File: src/rtl/dcache_port_arbiter.sv
// dcache_port_arbiter
//
// Purpose:
//   Shares the single data-cache request port between the load unit's data
//   stage (reads) and the store queue's retire path (writes). One request is
//   held in an output register until the cache accepts it. Loads win by
//   default. A starvation counter and an urgent input give stores a
//   guaranteed path forward. A held load can be squashed on mispredict.
//
// Ports:
//   clock, reset             system clock, asynchronous active-high reset
//   load_req_*               load request (valid/addr) and its ready grant
//   store_req_*              store request (valid/addr/data/mask/urgent)
//                            and its ready grant
//   load_squash              kills a held, unaccepted load; blocks new load grant
//   cache_req_*              registered request toward the dcache controller
//   cache_req_accepted       cache consumed the current request this cycle
//   starve_cnt               debug view of the starvation counter
module dcache_port_arbiter #(
  parameter int ADDR_W       = 32,
  parameter int DATA_W       = 32,
  parameter int MASK_W       = 4,
  parameter int STARVE_LIMIT = 4,
  parameter int CNT_W        = 3
) (
  input  logic              clock,
  input  logic              reset,
  input  logic              load_req_valid,
  input  logic [ADDR_W-1:0] load_req_addr,
  output logic              load_req_ready,
  input  logic              store_req_valid,
  input  logic [ADDR_W-1:0] store_req_addr,
  input  logic [DATA_W-1:0] store_req_data,
  input  logic [MASK_W-1:0] store_req_mask,
  input  logic              store_req_urgent,
  output logic              store_req_ready,
  input  logic              load_squash,
  output logic              cache_req_valid,
  output logic              cache_req_is_store,
  output logic [ADDR_W-1:0] cache_req_addr,
  output logic [DATA_W-1:0] cache_req_data,
  output logic [MASK_W-1:0] cache_req_mask,
  input  logic              cache_req_accepted,
  output logic [CNT_W-1:0]  starve_cnt
);

  typedef enum logic {
    IDLE = 1'b0,
    HOLD = 1'b1
  } state_t;

  localparam logic [CNT_W-1:0] StarveLimitC = CNT_W'(STARVE_LIMIT);
  localparam logic [CNT_W-1:0] StarveMaxC   = '1;

  state_t            state_q, state_d;
  logic              isStore_q, isStore_d;
  logic [ADDR_W-1:0] addr_q, addr_d;
  logic [DATA_W-1:0] data_q, data_d;
  logic [MASK_W-1:0] mask_q, mask_d;
  logic [CNT_W-1:0]  starve_q, starve_d;

  logic slotFree;
  logic loadEligible;
  logic starved;
  logic storeWins;
  logic loadWins;

  // Arbitration, next-state and capture logic. The slot is free when nothing
  // is held, when the held request leaves this cycle, or when a held load is
  // squashed. A squash that coincides with acceptance is simply an accept;
  // both free the slot identically, so no special case is needed. Stores win
  // when urgent, when starved, or when no load can be granted.
  always_comb begin
    state_d   = state_q;
    isStore_d = isStore_q;
    addr_d    = addr_q;
    data_d    = data_q;
    mask_d    = mask_q;
    starve_d  = starve_q;

    slotFree = (state_q == IDLE)
            || ((state_q == HOLD) && cache_req_accepted)
            || ((state_q == HOLD) && !isStore_q && load_squash);
    loadEligible = load_req_valid && !load_squash;
    starved      = (starve_q >= StarveLimitC);
    storeWins    = slotFree && store_req_valid
                && (store_req_urgent || starved || !loadEligible);
    loadWins     = slotFree && !storeWins && loadEligible;

    if (storeWins) begin
      state_d   = HOLD;
      isStore_d = 1'b1;
      addr_d    = store_req_addr;
      data_d    = store_req_data;
      mask_d    = store_req_mask;
      starve_d  = '0;
    end else if (loadWins) begin
      state_d   = HOLD;
      isStore_d = 1'b0;
      addr_d    = load_req_addr;
      data_d    = '0;
      mask_d    = '1;
      // Only a store that was actually waiting counts as losing a cycle.
      if (store_req_valid && (starve_q != StarveMaxC)) begin
        starve_d = starve_q + 1'b1;
      end
    end else if (slotFree) begin
      state_d = IDLE;
    end
  end

  // Grants are suppressed while reset is asserted so no requester believes
  // it was captured by a register that is being cleared.
  always_comb begin
    load_req_ready  = loadWins && !reset;
    store_req_ready = storeWins && !reset;
  end

  // State and output register. Reset drops any held request immediately.
  always_ff @(posedge clock or posedge reset) begin
    if (reset) begin
      state_q   <= IDLE;
      isStore_q <= 1'b0;
      addr_q    <= '0;
      data_q    <= '0;
      mask_q    <= '0;
      starve_q  <= '0;
    end else begin
      state_q   <= state_d;
      isStore_q <= isStore_d;
      addr_q    <= addr_d;
      data_q    <= data_d;
      mask_q    <= mask_d;
      starve_q  <= starve_d;
    end
  end

  assign cache_req_valid    = (state_q == HOLD);
  assign cache_req_is_store = isStore_q;
  assign cache_req_addr     = addr_q;
  assign cache_req_data     = data_q;
  assign cache_req_mask     = mask_q;
  assign starve_cnt         = starve_q;

endmodule

File: config.mk
export PLATFORM = sky130hd
export DESIGN_NAME = dcache_port_arbiter
export DESIGN_NICKNAME = d
export VERILOG_FILES = /design/src/rtl/dcache_port_arbiter.sv
export SDC_FILE = /design/constraint.sdc
export NUM_CORES = 1
export LEC_CHECK = 0
export ABC_CLOCK_PERIOD_IN_PS = 2500
export BUFFER_PORTS_ARGS = -buffer_cell sky130_fd_sc_hd__buf_2
export CAP_MARGIN = 10
export CORE_MARGIN = 2
export CORE_UTILIZATION = 35
export DETAILED_ROUTE_END_ITERATION = 10
export PLACE_DENSITY = 0.66
export SYNTH_ARGS = -nofsm -noshare
export SYNTH_HDL_FRONTEND = slang
export SYNTH_SLANG_ARGS = --single-unit
File: constraint.sdc
create_clock -name clock -period 2.5 [get_ports clock]
set_input_delay 0.5 -clock clock [delete_from_list [all_inputs] [get_ports clock]]
set_output_delay 0.5 -clock clock [all_outputs]
set_load 0.05 [all_outputs]
==> results of run 1 <==
## Yosys cell counts
cell,number,area share [%]
o221ai_1,1,0.25
a221oi_1,4,1.0
nand2_1,3,0.33
clkbuf_1,18,2.0
a2111oi_2,1,0.43
a32o_1,32,9.3
a21oi_1,1,0.14
a22o_1,2,0.51
nor4_1,33,6.0
and3b_1,1,0.25
a221oi_2,28,12
o21a_1,1,0.22
buf_1,2,0.22
nor2_1,33,3.6
o211a_1,1,0.29
or4b_4,1,0.40
nor2b_1,2,0.36
buf_6,4,1.3
nand2b_1,3,0.54
o211ai_1,1,0.22
dfrtp_1,73,53
buf_2,8,1.2
o32a_1,4,1.2
o21ai_0,2,0.29
mux2_2,1,0.33
inv_1,35,3.8
a21o_1,2,0.43
ha_1,2,0.72
## cells by family (layout without fill, tap and decap cells)
family,count (synthesis),after routing
compound gates,80,80
fa+ha+maj,2,2
buf+inv,67,252
flops,73,73
mux,1,1
other cells,0,1
simple gates,76,76
## power by group through the flow
stage / registers [mW] / clock network (mW) / logic, mW
6_report: 1.46 / 0.921 / 1.44
5_1_grt: 1.48 / 1.00 / 1.52
4_1_cts: 1.46 / 0.946 / 1.45
3_5_place_dp: 1.48 / 0 / 1.45
3_3_place_gp: 1.48 / 0 / 1.43
2_1_floorplan: 2.12 / 0 / 0.419
## state kept, by name, indices dropped and copies added (netlist names)
| name | cells |
|---|---|
| cache_req_addr | 32 |
| cache_req_mask | 4 |
| cache_req_valid | 1 |
| cache_req_is_store | 1 |
| starve_cnt | 3 |
| cache_req_data | 32 |
## through the flow
stage               std cells  setup slack [ps]  hold slack [ps]
detailed placement        601             322.3            505.7
global route              618             174.6            343.7
global placement          601             367.6            499.5
CTS                       617             252.4            336.1
floorplan                 299             146.7            633.1
finish                    618             258.6            317.7
## worst max-delay path by stage
| stage | end | slack [ps] |
|---|---|---|
| after floorplan | cache_req_addr[0] | 150 |
| after global placement | cache_req_data[21] | 370 |
| after detailed placement | cache_req_data[11] | 320 |
| after CTS | store_req_ready | 250 |
| after global routing | store_req_ready | 170 |
| final | store_req_ready | 260 |
## layer usage
layer	GRT usage (%)	wire, um
met5	0	0
met3	4.637	725
met1	23.58	4280
met2	30.87	5034
met4	7.490	204
## final cells by class
class | count | area (um^2)
Fill cell | 905 | 4931
Sequential cell | 73 | 1827
Multi-Input combinational cell | 159 | 1375
Timing Repair Buffer | 201 | 1056
Tap cell | 133 | 166.4
Inverter | 35 | 131.4
Clock buffer | 10 | 127.6
Clock inverter | 6 | 67.56
Antenna cell | 1 | 2.502
## worst register-to-register path: stages, from the launching register on
cell and delay [ps]:
dfrtp_1 440, or4b_4 540, o211a_4 310, buf_4 320, a32o_1 230
==> results.md, run 1 <==
* Status: finished, final reports clean
* Post-Syn Nets at 408
* Critical path depth at 4
* Adder-cell share of the synthesized area at 0.7228%
* Design Area, Final at 0.004753 mm^2
* Multiplexer share of the synthesized area at 0.3253%
* WL final at 10250 um
* RD Place Congestion at 0.8109
* Final Skew at 9.244 ps
* Die Ht at 103.5 um
* Clk sinks at 73
* Sequential Power Share at 38.2%
* Netlist area before placement at 0.003462 mm^2
* Drt first pass iters at 4
* Post-synthesis register bit count at 73
* R2r startpoint: starve_cnt[2]
* Number of synthesis warnings at 0
* Final setup viols at 0
* Reg-to-reg endpoint: cache_req_data[19]
* Synth Area in Compound Gates at 26.35%
* Pint at 2.229 mW
* Die W at 103.5 um
* Synth Instances at 299
* Cell area power density at 803.6 mW/mm^2
* RSZ-0062 raised after global routing: no
* Reg2reg setup slack at 540 ps
* Area Growth Syn to Fin at 37.30%
* GRT Total Usage at 18.71%
* Setup crit start kind: flip-flop
* Sequential element share of the synthesized area at 52.76%
* Final hold violations at 0
* Simple-gate share of the synthesized area at 11.42%
* Max-slew violations at 0
* Post-synthesis xor/xnor area fraction at 0%
* Post-CTS sizing at 0
* Starting Density at 35.75%
* Post-synth cell types at 28
* R2R cell count at 4
* Core ar. at 0.009684 mm^2
* Worst VDD drop at 0.3346 mV
* Largest family of logic cells by synthesized area: compound AO/OA/AOI/OAI gates
* Routed WL per cell at 16.58 um
* Worst Path Required at 2000 ps
* Hold Path Class: primary input to async pin
* Share of layout cells above drive strength 1 at 52.07%
* CTS Buffer Depth at 2
* Leak pwr at 2.302 nW
* CP bufs+invs at 1
* Post-route minimum period at 2241 ps
* Final setup TNS at 0 ps
* Fin nets at 588
* Critical path class: flip-flop to output port
* Peak Freq at 446.1 MHz
* CP Cell Sequence: or4b_4, o211ai_1, nor2_1, buf_2
* Total CTS buffers at 9
* Syn Area/Cell at 11.58 um^2
* Largest net degree at the start of global routing at 44
* Vias/cell at 5.328
* Most frequent cells in the layout: 181 x buf_2, 73 x dfrtp_1, 34 x inv_1
* Hold Buf Count CTS at 0
* Critical path data arrival time at 1740 ps
* Clk pin slew, worst setup/hold paths at 80 ps
* Logic pwr share at 37.7%
* Post-DRT Antenna Nets at 0
* Die area at 0.01070 mm^2
* Global-route wire length before repair at 15380 um
* DR iter-0 viols at 123
* Sw frac at 41.64%
* CP Capture Type: output port
* Io pins at 182
* Htree depth at 3
* Slew Limit Headroom at 50.96%
* Max_cap viols at 0
* Total chip power at 3.820 mW
* Slowest stage delay, CP at 540 ps
* Clock Power Share at 24.1%
* Cell Area, Placed at 0.004556 mm^2
* Latest clock arrival within the worst-skew pair at 340 ps
* Root buf cell: clkbuf_8
* Worst Tran Pin Value at 734.5 ps
* Vias in the first global route at 3194
* CP Max Fanout at 5
* Antenna violations before repair at 1
* Slowest cell on crit path: or4b_4
* Grt total ovfl at 0
* Setup Fix Bufs, Post-CTS at 0
* Worst path top cell family by delay: simple AND/OR/NAND/NOR gates
* Setup crit start: starve_cnt[2]
* Fin crit share at 89.66%
* Port-buffer cells at 181
* Row count at 36
* DRC at 0
* Final Util at 49.08%
* CTS tree: done
* Commonest non-fill, non-tap cell in the layout: buf_2
* Via count at 3293
* Dpl hpwl at 7326 um
* Switch Pwr at 1.591 mW
Power figures use the tool's default switching activity.
==> run 2: changes to the inputs <==
--- a/config.mk
+++ b/config.mk
@@ -8,10 +8,12 @@
 export ABC_CLOCK_PERIOD_IN_PS = 2500
 export BUFFER_PORTS_ARGS = -buffer_cell sky130_fd_sc_hd__buf_2
 export CAP_MARGIN = 10
+export CELL_PAD_IN_SITES_DETAIL_PLACEMENT = 2
+export CELL_PAD_IN_SITES_GLOBAL_PLACEMENT = 2
 export CORE_MARGIN = 2
-export CORE_UTILIZATION = 35
+export CORE_UTILIZATION = 24
 export DETAILED_ROUTE_END_ITERATION = 10
-export PLACE_DENSITY = 0.66
+export PLACE_DENSITY = 0.75
 export SYNTH_ARGS = -nofsm -noshare
 export SYNTH_HDL_FRONTEND = slang
 export SYNTH_SLANG_ARGS = --single-unit
==> results.md, run 2 (synthesized netlist as in run 1, its figures left out) <==
* Status: finished, final reports clean (unchanged)
* Clock Power Share at 32.2% (was 24.1%)
* Die W at 124.1 um (was 103.5 um)
* Pint at 2.639 mW (was 2.229 mW)
* Post-route minimum period at 2280 ps (was 2241 ps)
* CP Capture Type: output port (unchanged)
* Global-route wire length before repair at 19110 um (was 15380 um)
* Slowest stage delay, CP at 550 ps (was 540 ps)
* Worst Path Required at 2000 ps (about the same)
* Placed insts at 641 (was 601)
* Vias in the first global route at 3649 (was 3194)
* Setup crit start kind: flip-flop (unchanged)
* Worst VDD drop at 0.2742 mV (was 0.3346 mV)
* Htree depth at 3 (unchanged)
* Die area at 0.01540 mm^2 (was 0.01070 mm^2)
* Share of layout cells above drive strength 1 at 51.78% (was 52.07%)
* Root buf cell: clkbuf_16 (was clkbuf_8)
* RD Place Congestion at 0.7783 (was 0.8109)
* # fillers at 1561 (was 905)
* Worst path top cell family by delay: simple AND/OR/NAND/NOR gates (unchanged)
* Logic pwr share at 33.8% (was 37.7%)
* Leak pwr at 2.338 nW (was 2.302 nW)
* CP bufs+invs at 1 (unchanged)
* Setup crit start: starve_cnt[2] (unchanged)
* Max_cap viols at 0 (unchanged)
* CTS tree: done (unchanged)
* Clk pin slew, worst setup/hold paths at 60 ps (was 80 ps)
* Reg2reg setup slack at 620 ps (was 540 ps)
* Setup Fix Bufs, Post-CTS at 0 (unchanged)
* Die Ht at 124.1 um (was 103.5 um)
* Critical path class: flip-flop to output port (unchanged)
* Grt total ovfl at 0 (unchanged)
* DRC at 0 (unchanged)
* CP Max Fanout at 5 (unchanged)
* Final setup viols at 0 (unchanged)
* Final Util at 35.13% (was 49.08%)
* Drt first pass iters at 4 (unchanged)
* Peak Freq at 438.6 MHz (was 446.1 MHz)
* RSZ-0062 raised after global routing: no (unchanged)
* R2r startpoint: starve_cnt[2] (unchanged)
* Total CTS buffers at 9 (unchanged)
* Cell area power density at 877.6 mW/mm^2 (was 803.6 mW/mm^2)
* Most frequent cells in the layout: 181 x buf_2, 73 x dfrtp_1, 34 x inv_1 (unchanged)
* Final Non-Filler Cells at 658 (was 618)
* Row count at 43 (was 36)
* Sw frac at 38.81% (was 41.64%)
* Via count at 3298 (was 3293)
* Slowest cell on crit path: or4b_4 (unchanged)
* Final Skew at 8.838 ps (was 9.244 ps)
* Io pins at 182 (unchanged)
* Worst Tran Pin Value at 522.5 ps (was 734.5 ps)
* CP Cell Sequence: or4b_4, o211ai_1, nor2_1, buf_2 (unchanged)
* GRT Total Usage at 16.44% (was 18.71%)
* Switch Pwr at 1.673 mW (was 1.591 mW)
* Hold Buf Count CTS at 0 (unchanged)
* WL final at 12370 um (was 10250 um)
* Fin crit share at 91.21% (was 89.66%)
* Final setup TNS at 0 ps (unchanged)
* Slew Limit Headroom at 65.17% (was 50.96%)
* R2R cell count at 4 (unchanged)
* Port-buffer cells at 181 (unchanged)
* Antenna violations before repair at 1 (unchanged)
* Largest net degree at the start of global routing at 66 (was 44)
* Commonest non-fill, non-tap cell in the layout: buf_2 (unchanged)
* Post-DRT Antenna Nets at 0 (unchanged)
* Fin nets at 581 (was 588)
* CTS Buffer Depth at 2 (unchanged)
* Core ar. at 0.01399 mm^2 (was 0.009684 mm^2)
* Routed WL per cell at 18.79 um (was 16.58 um)
* DR iter-0 viols at 105 (was 123)
* Final hold violations at 0 (unchanged)
* Reg-to-reg endpoint: cache_req_addr[17] (was cache_req_data[19])
* Latest clock arrival within the worst-skew pair at 330 ps (was 340 ps)
* Clk sinks at 73 (unchanged)
* Max-slew violations at 0 (unchanged)
* Critical path data arrival time at 1780 ps (was 1740 ps)
* Starting Density at 24.75% (was 35.75%)
* Dpl hpwl at 8824 um (was 7326 um)
* Sequential Power Share at 34.0% (was 38.2%)
* Vias/cell at 5.012 (was 5.328)
* Hold Path Class: primary input to async pin (unchanged)
* Post-CTS sizing at 0 (unchanged)
* Area Growth Syn to Fin at 41.92% (was 37.30%)
[run 2: cell count changes in the layout (fill, tap and decap cells not counted), moves of 2 or more]
| cell | change |
|---|---|
| clkbuf_16 | +9 |
| clkinv_2 | +2 |
| buf_12 | +2 |
| buf_4 | -9 |
| clkbuf_8 | -9 |
[run 2: worst max-delay path by stage]
stage,endpoint,cells after the start
global placement,store_req_ready,5
floorplan,cache_req_addr[0],1
CTS,store_req_ready,4
global route,store_req_ready,4
detailed placement,store_req_ready,5
finish,store_req_ready,4
[run 2: area by class of cell]
cell class,count,area [um^2],area share (%)
Multi-Input combinational cell,159,1378,28.04
Inverter,35,132.6,2.699
Clock buffer,9,225.2,4.584
Antenna cell,1,2.502,0.05093
Clock inverter,7,95.09,1.935
Timing Repair Buffer,194,1028,20.93
Sequential cell,73,1827,37.18
Tap cell,180,225.2,4.584
[run 2: per-layer routing]
metal | vias up | part of all wire, % | GRT usage [%]
met2 | 115 | 53 | 29.51
met4 | 0 | 1.2 | 5.407
met5 | - | 0 | 0
li1 | 1490 | - | -
met1 | 1683 | 40 | 19.15
met3 | 10 | 6.2 | 3.938
[run 2: through the flow]
step | power [mW] | setup slack, ps | cell area (um^2) | hold slack [ps]
2_1_floorplan | 2.536 | 146.7 | 3477 | 633.1
3_3_place_gp | 2.925 | 349.7 | 4591 | 454.9
3_5_place_dp | 2.961 | 326.7 | 4591 | 461.8
4_1_cts | 4.394 | 171.9 | 4911 | 93.86
5_1_grt | 4.530 | 108.8 | 4911 | 100.4
6_report | 4.312 | 219.9 | 4913 | 101.7
[run 2: worst reg2reg max path: cells and delay by family (launching register included)]
kind                   cells  cell delay [ps]
AO/OA/AOI/OAI              2              550
buffers and inverters      1              240
flip-flops                 1              440
AND/OR/NAND/NOR            1              550
[run 2: power groups by stage]
stage | Sequential, mW | Clock (mW) | Combinational, mW
2_1_floorplan | 2.12 | 0 | 0.419
3_3_place_gp | 1.47 | 0 | 1.45
3_5_place_dp | 1.49 | 0 | 1.47
4_1_cts | 1.47 | 1.45 | 1.48
5_1_grt | 1.49 | 1.49 | 1.55
6_report | 1.47 | 1.39 | 1.46
==> run 3: changes to the inputs <==
--- a/config.mk
+++ b/config.mk
@@ -14,6 +14,7 @@
 export CORE_UTILIZATION = 24
 export DETAILED_ROUTE_END_ITERATION = 10
 export PLACE_DENSITY = 0.75
+export RECOVER_POWER = 100
 export SYNTH_ARGS = -nofsm -noshare
 export SYNTH_HDL_FRONTEND = slang
 export SYNTH_SLANG_ARGS = --single-unit
==> results.md, run 3 (synthesized netlist as in run 1, its figures left out) <==
* Fin worst setup slack at 195.6 ps (was 219.9 ps)
* Global-route wire length before repair at 19110 um (unchanged)
* CP Max Fanout at 5 (unchanged)
* Final Non-Filler Cells at 658 (unchanged)
* RD Place Congestion at 0.7783 (unchanged)
* Drt first pass iters at 4 (unchanged)
* Clk pin slew, worst setup/hold paths at 60 ps (about the same)
* Placed insts at 641 (unchanged)
* R2R cell count at 4 (unchanged)
* Critical path class: flip-flop to output port (unchanged)
* Row count at 43 (unchanged)
* Cell area power density at 910.9 mW/mm^2 (was 877.6 mW/mm^2)
* Port-buffer cells at 181 (unchanged)
* # fillers at 1614 (was 1561)
* Grt total ovfl at 0 (unchanged)
* Die Ht at 124.1 um (unchanged)
* Design Area, Final at 0.004612 mm^2 (was 0.004913 mm^2)
* Reg2reg setup slack at 260 ps (was 620 ps)
* Slew Limit Headroom at -1.251% (was 65.17%)
* Final hold violations at 0 (unchanged)
* Reg-to-reg endpoint: cache_req_data[2] (was cache_req_addr[17])
* Status: finished with violations (was finished, final reports clean)
* Critical Path Sink: store_req_ready (unchanged)
* CTS Buffer Depth at 2 (unchanged)
* Hold Buf Count CTS at 0 (unchanged)
* Dpl hpwl at 8824 um (unchanged)
* CTS tree: done (unchanged)
* Commonest non-fill, non-tap cell in the layout: buf_2 (unchanged)
* Antenna violations before repair at 1 (unchanged)
* Slowest stage delay, CP at 540 ps (was 550 ps)
* GRT Total Usage at 16.44% (unchanged)
* Share of layout cells above drive strength 1 at 29.98% (was 51.78%)
* Vias in the first global route at 3649 (unchanged)
* Hold Path Class: primary input to async pin (unchanged)
* Via count at 3296 (was 3298)
* Worst Path Required at 2000 ps (about the same)
* Latest clock arrival within the worst-skew pair at 330 ps (about the same)
* Fin nets at 581 (unchanged)
* Core ar. at 0.01399 mm^2 (unchanged)
* DRC at 0 (unchanged)
* Slowest cell on crit path: or4b_4 (unchanged)
* Pre-CTS WS at 326.7 ps (unchanged)
* Final Skew at 9.354 ps (was 8.838 ps)
* Cell Area, Placed at 0.004591 mm^2 (unchanged)
* R2r startpoint: starve_cnt[2] (unchanged)
* Peak Freq at 433.9 MHz (was 438.6 MHz)
* DR iter-0 viols at 106 (was 105)
* Largest net degree at the start of global routing at 66 (unchanged)
* Vias/cell at 5.009 (was 5.012)
* RSZ-0062 raised after global routing: no (unchanged)
* Final Util at 32.97% (was 35.13%)
* Max_cap viols at 1 (was 0)
* Most frequent cells in the layout: 106 x buf_2, 78 x clkbuf_1, 73 x dfrtp_1 (was 181 x buf_2, 73 x dfrtp_1, 34 x inv_1)
* WL final at 12460 um (was 12370 um)
* CP Capture Type: output port (unchanged)
* Routed WL per cell at 18.94 um (was 18.79 um)
* Total chip power at 4.201 mW (was 4.312 mW)
* Clk sinks at 73 (unchanged)
* Post-route minimum period at 2304 ps (was 2280 ps)
* Worst Tran Pin Value at 1519 ps (was 522.5 ps)
* Area Growth Syn to Fin at 33.21% (was 41.92%)
* Total CTS buffers at 9 (unchanged)
* Max-slew violations at 66 (was 0)
* Post-CTS sizing at 0 (unchanged)
* Setup Fix Bufs, Post-CTS at 0 (unchanged)
* Io pins at 182 (unchanged)
* Failing checks: capacitance limit, slew limit
* Htree depth at 3 (unchanged)
* Root buf cell: clkbuf_16 (unchanged)
* Final setup TNS at 0 ps (unchanged)
* Fin crit share at 92.18% (was 91.21%)
* Die area at 0.01540 mm^2 (unchanged)
* Final setup viols at 0 (unchanged)
* Worst VDD drop at 0.2678 mV (was 0.2742 mV)
* Critical path data arrival time at 1800 ps (was 1780 ps)
* CP Cell Sequence: or4b_4, o211ai_1, nor2_1, clkbuf_2 (was or4b_4, o211ai_1, nor2_1, buf_2)
* Starting Density at 24.75% (unchanged)
* Setup crit start kind: flip-flop (unchanged)
* Post-DRT Antenna Nets at 0 (unchanged)
* Final hold slack at 223.0 ps (was 101.7 ps)
* Setup crit start: starve_cnt[2] (unchanged)
* Leak pwr at 2.063 nW (was 2.338 nW)
* Die W at 124.1 um (unchanged)
[run 3: worst min path at each step]
stage / to / slack [ps]
final: cache_req_mask[2] / 220
after global routing: cache_req_mask[0] / 250
after CTS: cache_req_mask[3] / 90
after detailed placement: cache_req_addr[10] / 460
after global placement: cache_req_addr[14] / 450
after floorplan: cache_req_data[0] / 630
[run 3: power breakdown]
| part | total, mW | switching [mW] | internal (mW) | leakage (nW) |
|---|---|---|---|---|
| Clock | 1.40 | 0.523 | 0.873 | 0.155 |
| Combinational | 1.33 | 1.02 | 0.310 | 1.05 |
| Sequential | 1.47 | 0.109 | 1.36 | 0.861 |
| Total | 4.20 | 1.66 | 2.55 | 2.06 |
[run 3: area by class of cell]
class                           instances  area, um^2  area share [%]
Inverter                               35       132.6           2.876
Multi-Input combinational cell        159        1214           26.32
Antenna cell                            1       2.502         0.05426
Sequential cell                        73        1827           39.61
Timing Repair Buffer                  194       890.9           19.32
Clock buffer                            9       225.2           4.883
Clock inverter                          7       95.09           2.062
Tap cell                              180       225.2           4.883
[run 3: routing by layer]
layer,up-vias,GRT usage (%),part of all wire [%]
li1,1492,-,-
met1,1692,19.15,41
met2,102,29.51,52
met3,10,3.938,5.5
met4,0,5.407,1.2
met5,-,0,0
[run 3: critical path, delay by kind of cell (launching register included)]
family	cells	cell delay (ps)
compound gates	1	150
buf+inv	1	250
flops	1	440
simple gates	2	630
